**src/rtl/clk_div_monitor_if.sv**
```systemverilog
// clk_div_monitor_if -- bundles the monitor's data-plane signals.
//   master (stimulus side): drives clk_div_in, exp_period, exp_load, err_clr;
//                           observes period, period_valid, locked, err.
//   slave  (monitor side) : the mirror image.
interface clk_div_monitor_if #(
  parameter int WIDTH = 8
);
  logic             clk_div_in;
  logic [WIDTH-1:0] exp_period;
  logic             exp_load;
  logic             err_clr;
  logic [WIDTH-1:0] period;
  logic             period_valid;
  logic             locked;
  logic             err;

  modport master (
    output clk_div_in, exp_period, exp_load, err_clr,
    input  period, period_valid, locked, err
  );

  modport slave (
    input  clk_div_in, exp_period, exp_load, err_clr,
    output period, period_valid, locked, err
  );
endinterface

```
**src/rtl/clk_div_monitor.sv**
```systemverilog
// clk_div_monitor -- measures the period of a divided clock (sampled as data)
// in clk cycles, compares it to a loaded expectation and reports lock/error.
//   clk, rst         : single clock, async active-high reset
//   bus.clk_div_in   : divided clock under test
//   bus.exp_period   : expected period, captured on bus.exp_load
//   bus.exp_load     : strobe, loads expectation and restarts acquisition
//   bus.err_clr      : strobe, clears the sticky err flag
//   bus.period       : last measured period (pulses bus.period_valid)
//   bus.locked       : LOCK_N consecutive in-tolerance periods seen
//   bus.err          : sticky mismatch-while-locked / timeout flag
module clk_div_monitor #(
  parameter int WIDTH  = 8,
  parameter int LOCK_N = 4,
  parameter int TOL    = 0
) (
  input  logic               clk,
  input  logic               rst,
  clk_div_monitor_if.slave   bus
);

  localparam logic [WIDTH-1:0] CNT_MAX = '1;
  localparam logic [WIDTH:0]   TOL_W   = (WIDTH+1)'(TOL);
  localparam logic [3:0]       LOCK_W  = 4'(LOCK_N);

  typedef enum logic [1:0] {IDLE, ACQ, MEAS, LOCKED} state_t;

  state_t           state_q, state_d;
  logic             s1_q, s2_q, s3_q;
  logic [WIDTH-1:0] cnt_q, cnt_d;
  logic [WIDTH-1:0] exp_q, exp_d;
  logic [WIDTH-1:0] period_q, period_d;
  logic [3:0]       match_cnt_q, match_cnt_d;
  logic             pv_q, pv_d;
  logic             locked_q, locked_d;
  logic             err_q, err_d;

  logic             rise;
  logic             timeout;
  logic             match;
  logic [WIDTH:0]   diff;
  logic [3:0]       match_inc;

  // s1/s2 synchronise, s3 delays one more cycle for edge detection.
  assign rise      = s2_q & ~s3_q;
  assign timeout   = (cnt_q == CNT_MAX);
  assign diff      = ({1'b0, cnt_q} >= {1'b0, exp_q}) ? ({1'b0, cnt_q} - {1'b0, exp_q})
                                                      : ({1'b0, exp_q} - {1'b0, cnt_q});
  assign match     = (diff <= TOL_W);
  assign match_inc = match_cnt_q + 4'd1;

  always_comb begin
    state_d     = state_q;
    cnt_d       = rise ? WIDTH'(1) : (timeout ? cnt_q : cnt_q + WIDTH'(1));
    exp_d       = exp_q;
    period_d    = period_q;
    match_cnt_d = match_cnt_q;
    pv_d        = 1'b0;
    locked_d    = locked_q;
    // Clear first; any set below overrides it so a coincident set wins.
    err_d       = bus.err_clr ? 1'b0 : err_q;

    if (bus.exp_load) begin
      // Restart from a clean count so a stale saturated cnt cannot
      // immediately read as a timeout; a coincident rise is dropped.
      exp_d       = bus.exp_period;
      cnt_d       = '0;
      match_cnt_d = '0;
      locked_d    = 1'b0;
      state_d     = (bus.exp_period == '0) ? IDLE : ACQ;
    end else begin
      case (state_q)
        IDLE: ;
        ACQ: begin
          // First edge only aligns the counter; it wins over a timeout so
          // a resumed clock relocks after 1 + LOCK_N edges.
          if (rise) begin
            state_d = MEAS;
          end else if (timeout) begin
            err_d       = 1'b1;
            locked_d    = 1'b0;
            match_cnt_d = '0;
            cnt_d       = '0;
          end
        end
        MEAS, LOCKED: begin
          if (timeout) begin
            // Restart cnt so each stall window reports one timeout.
            err_d       = 1'b1;
            locked_d    = 1'b0;
            match_cnt_d = '0;
            cnt_d       = '0;
            state_d     = ACQ;
          end else if (rise) begin
            period_d = cnt_q;
            pv_d     = 1'b1;
            if (match) begin
              if (state_q == MEAS) begin
                match_cnt_d = match_inc;
                if (match_inc == LOCK_W) begin
                  state_d  = LOCKED;
                  locked_d = 1'b1;
                end
              end
            end else begin
              match_cnt_d = '0;
              if (state_q == LOCKED) begin
                err_d    = 1'b1;
                locked_d = 1'b0;
                state_d  = MEAS;
              end
            end
          end
        end
        default: state_d = IDLE;
      endcase
    end
  end

  always_ff @(posedge clk or posedge rst) begin
    if (rst) begin
      state_q     <= IDLE;
      s1_q        <= 1'b0;
      s2_q        <= 1'b0;
      s3_q        <= 1'b0;
      cnt_q       <= '0;
      exp_q       <= '0;
      period_q    <= '0;
      match_cnt_q <= '0;
      pv_q        <= 1'b0;
      locked_q    <= 1'b0;
      err_q       <= 1'b0;
    end else begin
      state_q     <= state_d;
      s1_q        <= bus.clk_div_in;
      s2_q        <= s1_q;
      s3_q        <= s2_q;
      cnt_q       <= cnt_d;
      exp_q       <= exp_d;
      period_q    <= period_d;
      match_cnt_q <= match_cnt_d;
      pv_q        <= pv_d;
      locked_q    <= locked_d;
      err_q       <= err_d;
    end
  end

  assign bus.period       = period_q;
  assign bus.period_valid = pv_q;
  assign bus.locked       = locked_q;
  assign bus.err          = err_q;

endmodule

```
**src/flat_wrapper.sv**
```systemverilog
// flat-port wrapper written by rule: the top's interface ports become plain ports
module clk_div_monitor_flat 
#(
  parameter int WIDTH  = 8,
  parameter int LOCK_N = 4,
  parameter int TOL    = 0
)
  (clk, rst, bus_clk_div_in, bus_exp_period, bus_exp_load, bus_err_clr, bus_period, bus_period_valid, bus_locked, bus_err);
  clk_div_monitor_if #(.WIDTH(WIDTH)) bus_i ();
  input  logic clk;
  input  logic rst;
  input wire logic [$bits(bus_i.clk_div_in)-1:0] bus_clk_div_in;
  input wire logic [$bits(bus_i.exp_period)-1:0] bus_exp_period;
  input wire logic [$bits(bus_i.exp_load)-1:0] bus_exp_load;
  input wire logic [$bits(bus_i.err_clr)-1:0] bus_err_clr;
  output wire logic [$bits(bus_i.period)-1:0] bus_period;
  output wire logic [$bits(bus_i.period_valid)-1:0] bus_period_valid;
  output wire logic [$bits(bus_i.locked)-1:0] bus_locked;
  output wire logic [$bits(bus_i.err)-1:0] bus_err;
  assign bus_i.clk_div_in = bus_clk_div_in;
  assign bus_i.exp_period = bus_exp_period;
  assign bus_i.exp_load = bus_exp_load;
  assign bus_i.err_clr = bus_err_clr;
  assign bus_period = bus_i.period;
  assign bus_period_valid = bus_i.period_valid;
  assign bus_locked = bus_i.locked;
  assign bus_err = bus_i.err;
  clk_div_monitor #(.WIDTH(WIDTH), .LOCK_N(LOCK_N), .TOL(TOL)) u_core (.clk(clk), .rst(rst), .bus(bus_i));
endmodule
```
**config.mk**
```make
export PLATFORM = sky130hd
export DESIGN_NAME = clk_div_monitor_flat
export DESIGN_NICKNAME = d
export VERILOG_FILES = /design/src/rtl/clk_div_monitor_if.sv /design/src/rtl/clk_div_monitor.sv /design/src/flat_wrapper.sv
export SDC_FILE = /design/constraint.sdc
export NUM_CORES = 1
export LEC_CHECK = 0
export ABC_CLOCK_PERIOD_IN_PS = 4400
export CORE_AREA = 2 2 105 107
export DETAILED_ROUTE_END_ITERATION = 6
export DIE_AREA = 0 0 107 109
export GPL_TIMING_DRIVEN = 0
export SLEW_MARGIN = 10
export SYNTH_ARGS = -nofsm -noshare
export SYNTH_HDL_FRONTEND = slang
export SYNTH_SLANG_ARGS = --single-unit
export TNS_END_PERCENT = 30
```
**constraint.sdc**
```tcl
create_clock -name clk -period 4.4 [get_ports clk]
set_input_delay 0.44 -clock clk [delete_from_list [all_inputs] [get_ports clk]]
set_output_delay 0.44 -clock clk [all_outputs]
set_load 0.02 [all_outputs]
```
Word-level counts from Yosys, hierarchy flattened. Cells that the tools add are included.

Register bits: 36. Input port bits: 13. Output and inout bits: 11.

Add/subtract/negate cells: 4. Order comparisons: 2. Eq/ne operators: 12. Mux-type cells: 48. Bitwise logic cells: 4. Reductions and logical operators: 7.

Operator list (count): 2-to-1 mux 8 bit (5); 2-to-1 mux 4 bit (7); 2-to-1 mux 1 bit (22); subtractor 8 x 8 -> 9 bit (2); 2-to-1 mux 2 bit (8); case mux 8 bit (2 select lines) (1); != test 5 x 4 -> 1 bit (second input constant) (2); less-or-equal comparator 9 x 1 -> 1 bit (second input constant) (1); 2-to-1 mux 9 bit (1); adder 8 x 1 -> 8 bit (second input constant) (1); equality test 8 bit (second input constant) (1); >= comparator 8 bit (1); logical NOT 8 bit (1); case mux 4 bit (2 select lines) (1); AND reduction 7 bit (1); != test 3 x 2 -> 1 bit (second input constant) (2); AND reduction 6 bit (1); != test 5 x 2 -> 1 bit (second input constant) (1); AND reduction 5 bit (1); adder 4 x 1 -> 4 bit (second input constant) (1); equality test 2 bit (second input constant) (2); equality test 4 x 3 -> 1 bit (second input constant) (1); != test 4 x 2 -> 1 bit (second input constant) (1); case mux 1 bit (2 select lines) (2); other kinds (8) (10).

Longest topological paths before layout. Gate-level depths: netlist of the first run.

Word-level depth: 9. Mapped depth: 11.

Least setup slack after synthesis of the first run. OpenSTA, ideal clock, no wires.

Kind: reg2reg. Start point: reg u_core.cnt_q[1]. End point: reg u_core.err_q, in the netlist u_core.bus.err. Arrival time: 3.044 ns. Data required time: 4.274 ns. Slack: 1.229 ns. Cell stages (with the launch flop): 10. Buffers on the path: 0. Path through: dfrtp_1 > ha_1 > nor2b_1 > or4_1 > a2111o_1 > a211o_1 > o32a_1 > a21oi_4 > o22ai_1 > a311o_1.

Cells in the longest elaborated chain, start to end: 8. Elaborated cells between the ends (all ways): 13.

Ends and longest elaborated chain: start, declared (line clk_div_monitor.sv:29) `logic [WIDTH-1:0] cnt_q, cnt_d;`; start signal, assigned (line clk_div_monitor.sv:137) `cnt_q <= cnt_d;`; subtractor 8 x 8 -> 9 bit (tied with other cells) (line clk_div_monitor.sv:47) `: ({1'b0, exp_q} - {1'b0, cnt_q});`; 2-to-1 mux 9 bit (line clk_div_monitor.sv:46) `assign diff = ({1'b0, cnt_q} >= {1'b0, exp_q}) ? ({1'b0, cnt_q} - {1'b0, exp_q})`; less-or-equal comparator 9 x 1 -> 1 bit (line clk_div_monitor.sv:48) `assign match = (diff <= TOL_W);`; 2-to-1 mux 1 bit (line clk_div_monitor.sv:96) `if (match) begin`; 2-to-1 mux 1 bit (line clk_div_monitor.sv:93) `end else if (rise) begin`; 2-to-1 mux 1 bit (line clk_div_monitor.sv:86) `if (timeout) begin`; case mux 1 bit (2 select lines) (*) (line clk_div_monitor.sv:71) `case (state_q)`; 2-to-1 mux 1 bit (*) (line clk_div_monitor.sv:62) `if (bus.exp_load) begin`; via u_core.err_d (line clk_div_monitor.sv:35) `logic err_q, err_d;`; end signal, assigned (line clk_div_monitor.sv:143) `err_q <= err_d;`; end, declared (line clk_div_monitor.sv:35).

The timed path passes the listed nets; every way through them passes the cells marked *. A chain may end at the register's enable or synchronous reset.

Final worst setup path of the first run. Ends and elaborated chain as after synthesis.

==> results of run 1 <==
==> power groups by stage <==
stage	Sequential [mW]	Clock, mW	Combinational, mW
2_1_floorplan	0.375	0	0.135
3_3_place_gp	0.370	0	0.200
3_5_place_dp	0.371	0	0.205
4_1_cts	0.365	0.307	0.206
5_1_grt	0.368	0.325	0.232
6_report	0.365	0.299	0.206
==> critical path, delay by kind of cell, from the launching register on <==
kind                     cells  cell delay [ns]
adder cells (fa/ha/maj)      1             0.35
flip-flops                   1             0.43
AND/OR/NAND/NOR              2             0.67
AO/OA/AOI/OAI                6             2.03
==> cell families after synthesis <==
family / share of synthesized area
compound gates: 0.208
xor+xnor: 0.0214
fa+ha+maj: 0.0969
buf+inv: 0.0587
flops: 0.367
mux: 0.0128
simple gates: 0.235
==> cells in the final DEF, fill, tap and decap left out, types with 5 or more instances in the layout <==
| cell | count |
|---|---|
| a21oi_1 | 17 |
| clkbuf_1 | 9 |
| clkbuf_8 | 5 |
| clkdlybuf4s50_1 | 23 |
| dfrtp_1 | 36 |
| ha_1 | 19 |
| inv_1 | 24 |
| nand2_1 | 38 |
| nand3_1 | 10 |
| nor2_1 | 29 |
| nor3_1 | 8 |
| nor4_1 | 5 |
| o21ai_0 | 27 |
==> registers in the layout, summed over array words and instances, names as in the netlist, 2 cells and up <==
register            count
u_core.exp_q            8
u_core.state_q          2
u_core.cnt_q            8
u_core.match_cnt_q      4
u_core.bus.period       8
==> routing by layer <==
layer,share of wire,up-vias
met3,0.045,2
met5,0,-
met4,0.0042,0
met1,0.48,1036
li1,-,1106
met2,0.47,43
==> through the flow <==
step           utilization  cell area (um2)
2_1_floorplan            -             2450
3_3_place_gp         0.270             2860
3_5_place_dp         0.270             2860
4_1_cts              0.280             2970
5_1_grt              0.280             2970
6_report             0.280             2970
==> final timing paths <==
path                            cells after the start                                end  slack [ns]                       from
worst min-delay path                                0              u_core.s2_q$_DFF_PP0_        0.35      u_core.s1_q$_DFF_PP0_
worst max register to register                      9           u_core.bus.err$_DFF_PP0_        0.81  u_core.cnt_q[1]$_DFF_PP0_
worst min register to register                      0              u_core.s2_q$_DFF_PP0_        0.35      u_core.s1_q$_DFF_PP0_
min in group asynchronous                           2  u_core.match_cnt_q[3]$_DFFE_PP0P_        0.61                        rst
max in group asynchronous                           2          u_core.cnt_q[6]$_DFF_PP0_        3.30                        rst
worst max-delay path                                9           u_core.bus.err$_DFF_PP0_        0.81  u_core.cnt_q[1]$_DFF_PP0_
==> final cells by class <==
cell class | count | area share
clock inverter | 3 | 0.0143
sequential | 36 | 0.303
clock buffer | 5 | 0.0232
timing repair buffer | 23 | 0.0775
inverter | 25 | 0.0316
multi-input combinational | 224 | 0.474
buffer | 11 | 0.0169
tap | 140 | 0.0590
==> out/qor.txt, run 1 <==
pwr/cell area -> 293 mW/mm2
vias in the first global route -> 2186
dominant cell type by area after synthesis -> dfrtp_1
fmax -> 279 MHz
NetSw -> 0.269 mW
clock buffer depth -> 2
post-cts sizing count -> 0
combinational power share -> 0.236
Filler Cells Inserted -> 1144
Slew headroom -> 0.302
final hold vios -> 0
Avg Synthesized Cell Area -> 8.28 um2
M3 GR Usage -> 0.0245
Seq/Total Area, Yosys -> 0.367
pin slew with the least headroom to its limit -> 1.04 ns
layout overhead on the synthesized area -> 21.1%
Post-synth ARST share -> 1.00
antenna violations before repair -> 0
Crit path largest cell delay -> 0.52 ns
Cells after Synth -> 296
GR Layer Usage met1 -> 0.144
Post-CTS Setup Inserts -> 0
die width -> 107 um
CP Class -> reg -> reg
Remaining DRCs -> 0
gr ovfl total -> 0
total number of vias -> 2187
power share of the sequential group -> 0.420
crit path capture type -> flop
Synth Warn # -> 0
period utilisation layout -> 0.816
final worst slack -> 0.811 ns
HPWL Detailed -> 4710 um
#FFs+latches synth -> 36
crit-path cells -> ha_1, nor2b_1, or4_1, a2111o_1, a2111oi_0, a221oi_1, a21oi_4, o22ai_1, a311o_1
Die H -> 109 um
Die Area -> 0.0117 mm2
peak fanout along the critical path -> 6
Worst Clk Skew -> 0.00817 ns
H-tree levels -> 2
fin nets -> 358
first-pass GRT wire length -> 10400 um
Hold Path Class -> reg -> reg
register area -> 901 um2
post-synth top area share -> 0.367
RSZ-0062 raised after global routing -> false
leak pwr -> 1.26 nW
crit path max-delay cell type -> a2111oi_0
CP required -> 4.57 ns
multi-input combinational cell area -> 0.00141 mm2
Synth Flop Type -> dfrtp_1
largest net degree at the start of global routing -> 37
worst-skew pair later-pin latency -> 0.29 ns
crit path DAT -> 3.76 ns
final setup fails -> 0
final wirelength -> 6180 um
CTS Buf Count -> 5
top post-synthesis cells by count -> 38 x nand2_1, 36 x dfrtp_1, 29 x nor2_1, 27 x o21ai_0, 25 x inv_1
fraction of layout cells with a size suffix above 1 -> 0.0520
initial core utilization -> 0.231
Port Buffer Count -> 23
routed len/inst -> 13.2 um
root buf cell -> clkbuf_8
sw frac -> 0.310
crit path launch type -> flop
Pre-Repair DR Iteration Count -> 4
core footprint -> 0.0106 mm2
Std-Cell Rows -> 38
syn_nets -> 328
Antenna diodes -> 0
met2 Use GR -> 0.192
gr busiest metal -> met2
RePlAce Congestion -> 0.833
Clk network pwr share -> 0.344
number of synthesized flops with an enable pin -> 0
dpl ws -> 0.884 ns
# placed instances -> 459
setup TNS -> 0 ns
DR iter-0 viols -> 106
Hold WS -> 0.354 ns
Clock transition at path regs -> 0.08 ns
ANT nets after route -> 0
most common cell in the netlist -> nand2_1
Tmin final -> 3.59 ns
Peak VDD IR -> 120 uV
Unique masters post-synth -> 56
Cell Area, Synth -> 0.00245 mm2
via/cell ratio -> 4.68
Hold Buf Count CTS -> 0
max-slew violations -> 0
Sink Count -> 36
post-route insts no fill -> 467
max-cap viol count -> 0
Int Power -> 0.600 mW
GRT Util Overall -> 0.112
CTS tree -> done
total power -> 0.869 mW
Area contributors post-synth -> dfrtp_1 37%, ha_1 9.7%, nand2_1 5.8%
io pins -> 24
outcome -> completed
Note: power is estimated with default switching activity, not from simulation.
==> run 2, diff against run 1 <==
ABC_CLOCK_PERIOD_IN_PS = 3500   (was 4400)
clock period = 3.5 ns   (was 4.4 ns; I/O delays follow)
==> run 2 against run 1 <==
Utilization grew 0.18 points. Critical path type unchanged. Sequential cell count stayed put. Wire length is 0.28% lower. Sequential power grew 26%. Via count is 0.27% lower. Critical path depth increased by 1.
==> out/qor.txt, run 2 (synthesis results as in run 1) <==
core footprint -> 0.0106 mm2
routed len/inst -> 13.2 um
most common cell after layout, fill and taps aside -> nand2_1
origin of the worst setup path -> u_core.cnt_q[3]$_DFF_PP0_
Slew headroom -> 0.296
max-cap viol count -> 0
Peak VDD IR -> 151 uV
io pins -> 24
Antenna diodes -> 0
total power -> 1.10 mW
Remaining DRCs -> 0
Clock transition at path regs -> 0.08 ns
fin nets -> 358
max-slew violations -> 0
RSZ-0062 raised after global routing -> false
# placed instances -> 459
most frequent cells in the layout -> 38 x nand2_1, 36 x dfrtp_1, 29 x nor2_1
DR iter-0 viols -> 73
final setup fails -> 0
via/cell ratio -> 4.67
final worst slack -> 0.0676 ns
die width -> 107 um
Die H -> 109 um
gr ovfl total -> 0
Reg-to-Reg End -> u_core.bus.err$_DFF_PP0_
clock buffer depth -> 2
Std-Cell Rows -> 38
Hold Buf Count CTS -> 0
fmax -> 291 MHz
H-tree levels -> 2
Port Buffer Count -> 23
first-pass GRT wire length -> 10400 um
CP required -> 3.68 ns
vias in the first global route -> 2186
Worst Clk Skew -> 0.00843 ns
initial core utilization -> 0.231
period utilisation layout -> 0.981
crit path capture type -> flop
outcome -> completed
CTS Buf Count -> 5
crit path DAT -> 3.61 ns
layout overhead on the synthesized area -> 21.8%
Sink Count -> 36
antenna violations before repair -> 0
final hold vios -> 0
CP Class -> reg -> reg
peak fanout along the critical path -> 10
crit path launch type -> flop
ANT nets after route -> 0
Hold Path End -> u_core.s2_q$_DFF_PP0_
setup TNS -> 0 ns
Pre-Repair DR Iteration Count -> 4
post-route insts no fill -> 467
largest net degree at the start of global routing -> 37
r2r startpoint -> u_core.cnt_q[3]$_DFF_PP0_
min-delay src -> u_core.s1_q$_DFF_PP0_
final wirelength -> 6160 um
worst-skew pair later-pin latency -> 0.30 ns
Filler Cells Inserted -> 1140
Die Area -> 0.0117 mm2
total number of vias -> 2181
Core Util, Final -> 0.282
GRT Util Overall -> 0.112
CTS tree -> done
Tmin final -> 3.43 ns
leak pwr -> 1.26 nW
reg-to-reg slack, setup -> 0.07 ns
fraction of layout cells with a size suffix above 1 -> 0.0581
dpl ws -> -0.0157 ns
root buf cell -> clkbuf_8
RePlAce Congestion -> 0.833
pin slew with the least headroom to its limit -> 1.05 ns
Hold Path Class -> reg -> reg
HPWL Detailed -> 4710 um
hold depth -> 0
pwr/cell area -> 367 mW/mm2
FF-to-FF path depth -> 10
-- run 2: cell types whose count changed in the layout (fill, tap and decap cells not counted) --
cell / before / now
ha_1: 19 / 18
a211oi_2: 0 / 1
a211oi_1: 2 / 1
a2111oi_1: 0 / 1
ha_4: 0 / 1
a2111oi_0: 2 / 1
-- run 2: worst max-delay path, cell delays in order (launching register included) --
cell	delay, ns
dfrtp_1	0.43
ha_1	0.30
buf_6	0.14
nor2b_4	0.12
or4_1	0.42
a2111o_1	0.42
a2111oi_1	0.45
a221oi_1	0.25
a21oi_4	0.25
o22ai_1	0.14
a311o_1	0.38
-- run 2: repair_timing --
| item | CTS | global route |
|---|---|---|
| endpoints found under the setup margin | 2 | 5 |
| setup buffers | 0 | 0 |
| resized for setup | 1 | 2 |
| pin swaps | 0 | 3 |
-- run 2: cell type report --
cell class | count | area, um2 | area share
plain buffers | 11 | 50.0 | 0.0168
flip-flops and latches | 36 | 901 | 0.302
well taps | 140 | 175 | 0.0586
repair buffers | 23 | 230 | 0.0771
clock inverters | 3 | 42.5 | 0.0142
clock buffers | 5 | 68.8 | 0.0230
multi-input cells | 224 | 1430 | 0.477
inverters | 25 | 93.8 | 0.0314
-- run 2: per-layer routing --
layer,wire [um],global-route usage
met1,2940,0.144
met3,256,0.0245
met5,0,0
met2,2940,0.192
met4,19,0.0269
-- run 2: how the worst max path moves through the flow --
stage | slack [ns] | cells past startpoint | to
2_1_floorplan | 0.33 | 9 | u_core.bus.err$_DFF_PP0_
3_3_place_gp | 0.06 | 9 | u_core.bus.err$_DFF_PP0_
3_5_place_dp | -0.02 | 9 | u_core.bus.err$_DFF_PP0_
4_1_cts | 0.01 | 9 | u_core.bus.err$_DFF_PP0_
5_1_grt | 0.02 | 11 | u_core.bus.err$_DFF_PP0_
6_report | 0.07 | 10 | u_core.bus.err$_DFF_PP0_
-- run 2: per-stage QoR --
stage | instance area (um2) | hold WS (ns)
floorplan | 2450 | 0.331
global placement | 2860 | 0.338
detailed placement | 2860 | 0.340
CTS | 2970 | 0.358
global route | 2990 | 0.371
finish | 2990 | 0.354
-- run 2: where the power goes --
| group | internal [mW] | leakage (nW) | switching [mW] |
|---|---|---|---|
| registers | 0.441 | 0.472 | 0.0181 |
| logic | 0.106 | 0.737 | 0.156 |
| clock network | 0.211 | 0.0541 | 0.165 |
| total | 0.757 | 1.26 | 0.339 |
==> run 3, diff against run 2 <==
ABC_CLOCK_PERIOD_IN_PS = 3350   (was 3500)
TNS_END_PERCENT = 50   (was 30)
clock period = 3.35 ns   (was 3.5 ns; I/O delays follow)
==> run 3 against run 2 <==
Register-to-register slack about the same. Highest routed layer unchanged. Worst hold slack about the same. Sequential power increased by 4.6%. Combinational power increased by 16%. Critical endpoint unchanged.
==> out/qor.txt, run 3 (synthesis results as in run 1) <==
total power -> 1.18 mW
clock buffer depth -> 2
root buf cell -> clkbuf_8
final hold vios -> 0
Filler Cells Inserted -> 1131
Antenna diodes -> 0
CP Class -> reg -> reg
GRT Util Overall -> 0.113
register area -> 903 um2
Std-Cell Rows -> 38
pin slew with the least headroom to its limit -> 1.07 ns
via/cell ratio -> 4.69
worst-skew pair later-pin latency -> 0.30 ns
routed len/inst -> 13.4 um
Hold Path Class -> reg -> reg
crit path launch type -> flop
io pins -> 24
final wirelength -> 6400 um
fin nets -> 368
Clock transition at path regs -> 0.08 ns
period utilisation layout -> 0.976
most frequent cells in the layout -> 38 x nand2_1, 34 x dfrtp_1, 29 x nor2_1
DR iter-0 viols -> 84
min-delay src -> u_core.s1_q$_DFF_PP0_
Die H -> 109 um
fmax -> 306 MHz
leak pwr -> 1.32 nW
die width -> 107 um
CTS Buf Count -> 5
r2r startpoint -> u_core.exp_q[2]$_DFFE_PP0P_
worst path bufs/invs -> 1
Worst Clk Skew -> 0.00842 ns
Die Area -> 0.0117 mm2
origin of the worst setup path -> u_core.exp_q[2]$_DFFE_PP0P_
crit path DAT -> 3.44 ns
Pre-Repair DR Iteration Count -> 4
Remaining DRCs -> 0
Tmin final -> 3.27 ns
CP required -> 3.53 ns
RePlAce Congestion -> 0.833
H-tree levels -> 2
Peak VDD IR -> 159 uV
# placed instances -> 459
Slew headroom -> 0.282
setup TNS -> 0 ns
HPWL Detailed -> 4710 um
fraction of layout cells with a size suffix above 1 -> 0.125
CTS tree -> done
outcome -> completed
Hold WS -> 0.355 ns
top cell family by delay on the critical path -> compound AO/OA/AOI/OAI gates
antenna violations before repair -> 0
RSZ-0062 raised after global routing -> true
gr ovfl total -> 0
multi-input combinational cell area -> 0.00146 mm2
crit path capture type -> flop
Port Buffer Count -> 23
crit-path cells -> inv_1, ha_2, or4_4, a2111o_1, a211o_1, o32a_1, a21oi_4, o22ai_2, a311o_1
total number of vias -> 2239
Cell Area, Placed -> 0.00286 mm2
largest net degree at the start of global routing -> 37
most common cell after layout, fill and taps aside -> nand2_1
Core Util, Final -> 0.294
post-route insts no fill -> 477
peak fanout along the critical path -> 9
final setup fails -> 0
Crit path largest cell delay -> 0.54 ns
dpl ws -> -0.166 ns
ANT nets after route -> 0
crit path max-delay cell type -> or4_4
vias in the first global route -> 2197
design area -> 0.00312 mm2
layout overhead on the synthesized area -> 27.1%
final worst slack -> 0.0805 ns
max-slew violations -> 0
Sink Count -> 36
initial core utilization -> 0.231
max-cap viol count -> 0
Hold Buf Count CTS -> 0
first-pass GRT wire length -> 10500 um
pwr/cell area -> 378 mW/mm2
core footprint -> 0.0106 mm2
[run 3: area by class of cell]
type,count,share of cell area
clock inverter,3,0.0136
inverter,25,0.0301
multi-input combinational,224,0.470
clock buffer,5,0.0221
sequential,36,0.290
timing repair buffer,36,0.106
buffer,8,0.0120
tap,140,0.0562
[run 3: final timing paths]
kind	to	slack, ns	cells past startpoint
setup reg to reg	u_core.bus.err$_DFF_PP0_	0.08	9
min in group asynchronous	u_core.match_cnt_q[3]$_DFFE_PP0P_	0.50	2
max in group asynchronous	u_core.cnt_q[1]$_DFF_PP0_	2.30	2
setup / recovery	u_core.bus.err$_DFF_PP0_	0.08	9
hold / removal	u_core.s2_q$_DFF_PP0_	0.35	0
hold reg to reg	u_core.s2_q$_DFF_PP0_	0.35	0
[run 3: report_power, final]
part / total (mW) / internal [mW] / switching [mW]
sequential: 0.480 / 0.461 / 0.0189
clock: 0.393 / 0.220 / 0.172
combinational: 0.305 / 0.131 / 0.174
[run 3: layer usage]
layer / vias to the layer above / track usage / routed length (um)
met5: - / 0 / 0
met3: 13 / 0.0245 / 238
li1: 1123 / - / -
met1: 1055 / 0.147 / 3010
met4: 0 / 0.0269 / 106
met2: 48 / 0.192 / 3050
[run 3: timing repair]
action / CTS / global route
buffers inserted: 2 / 11
endpoints found under the setup margin: 6 / 7
pin swaps: 3 / 8
gates resized for setup: 3 / 14
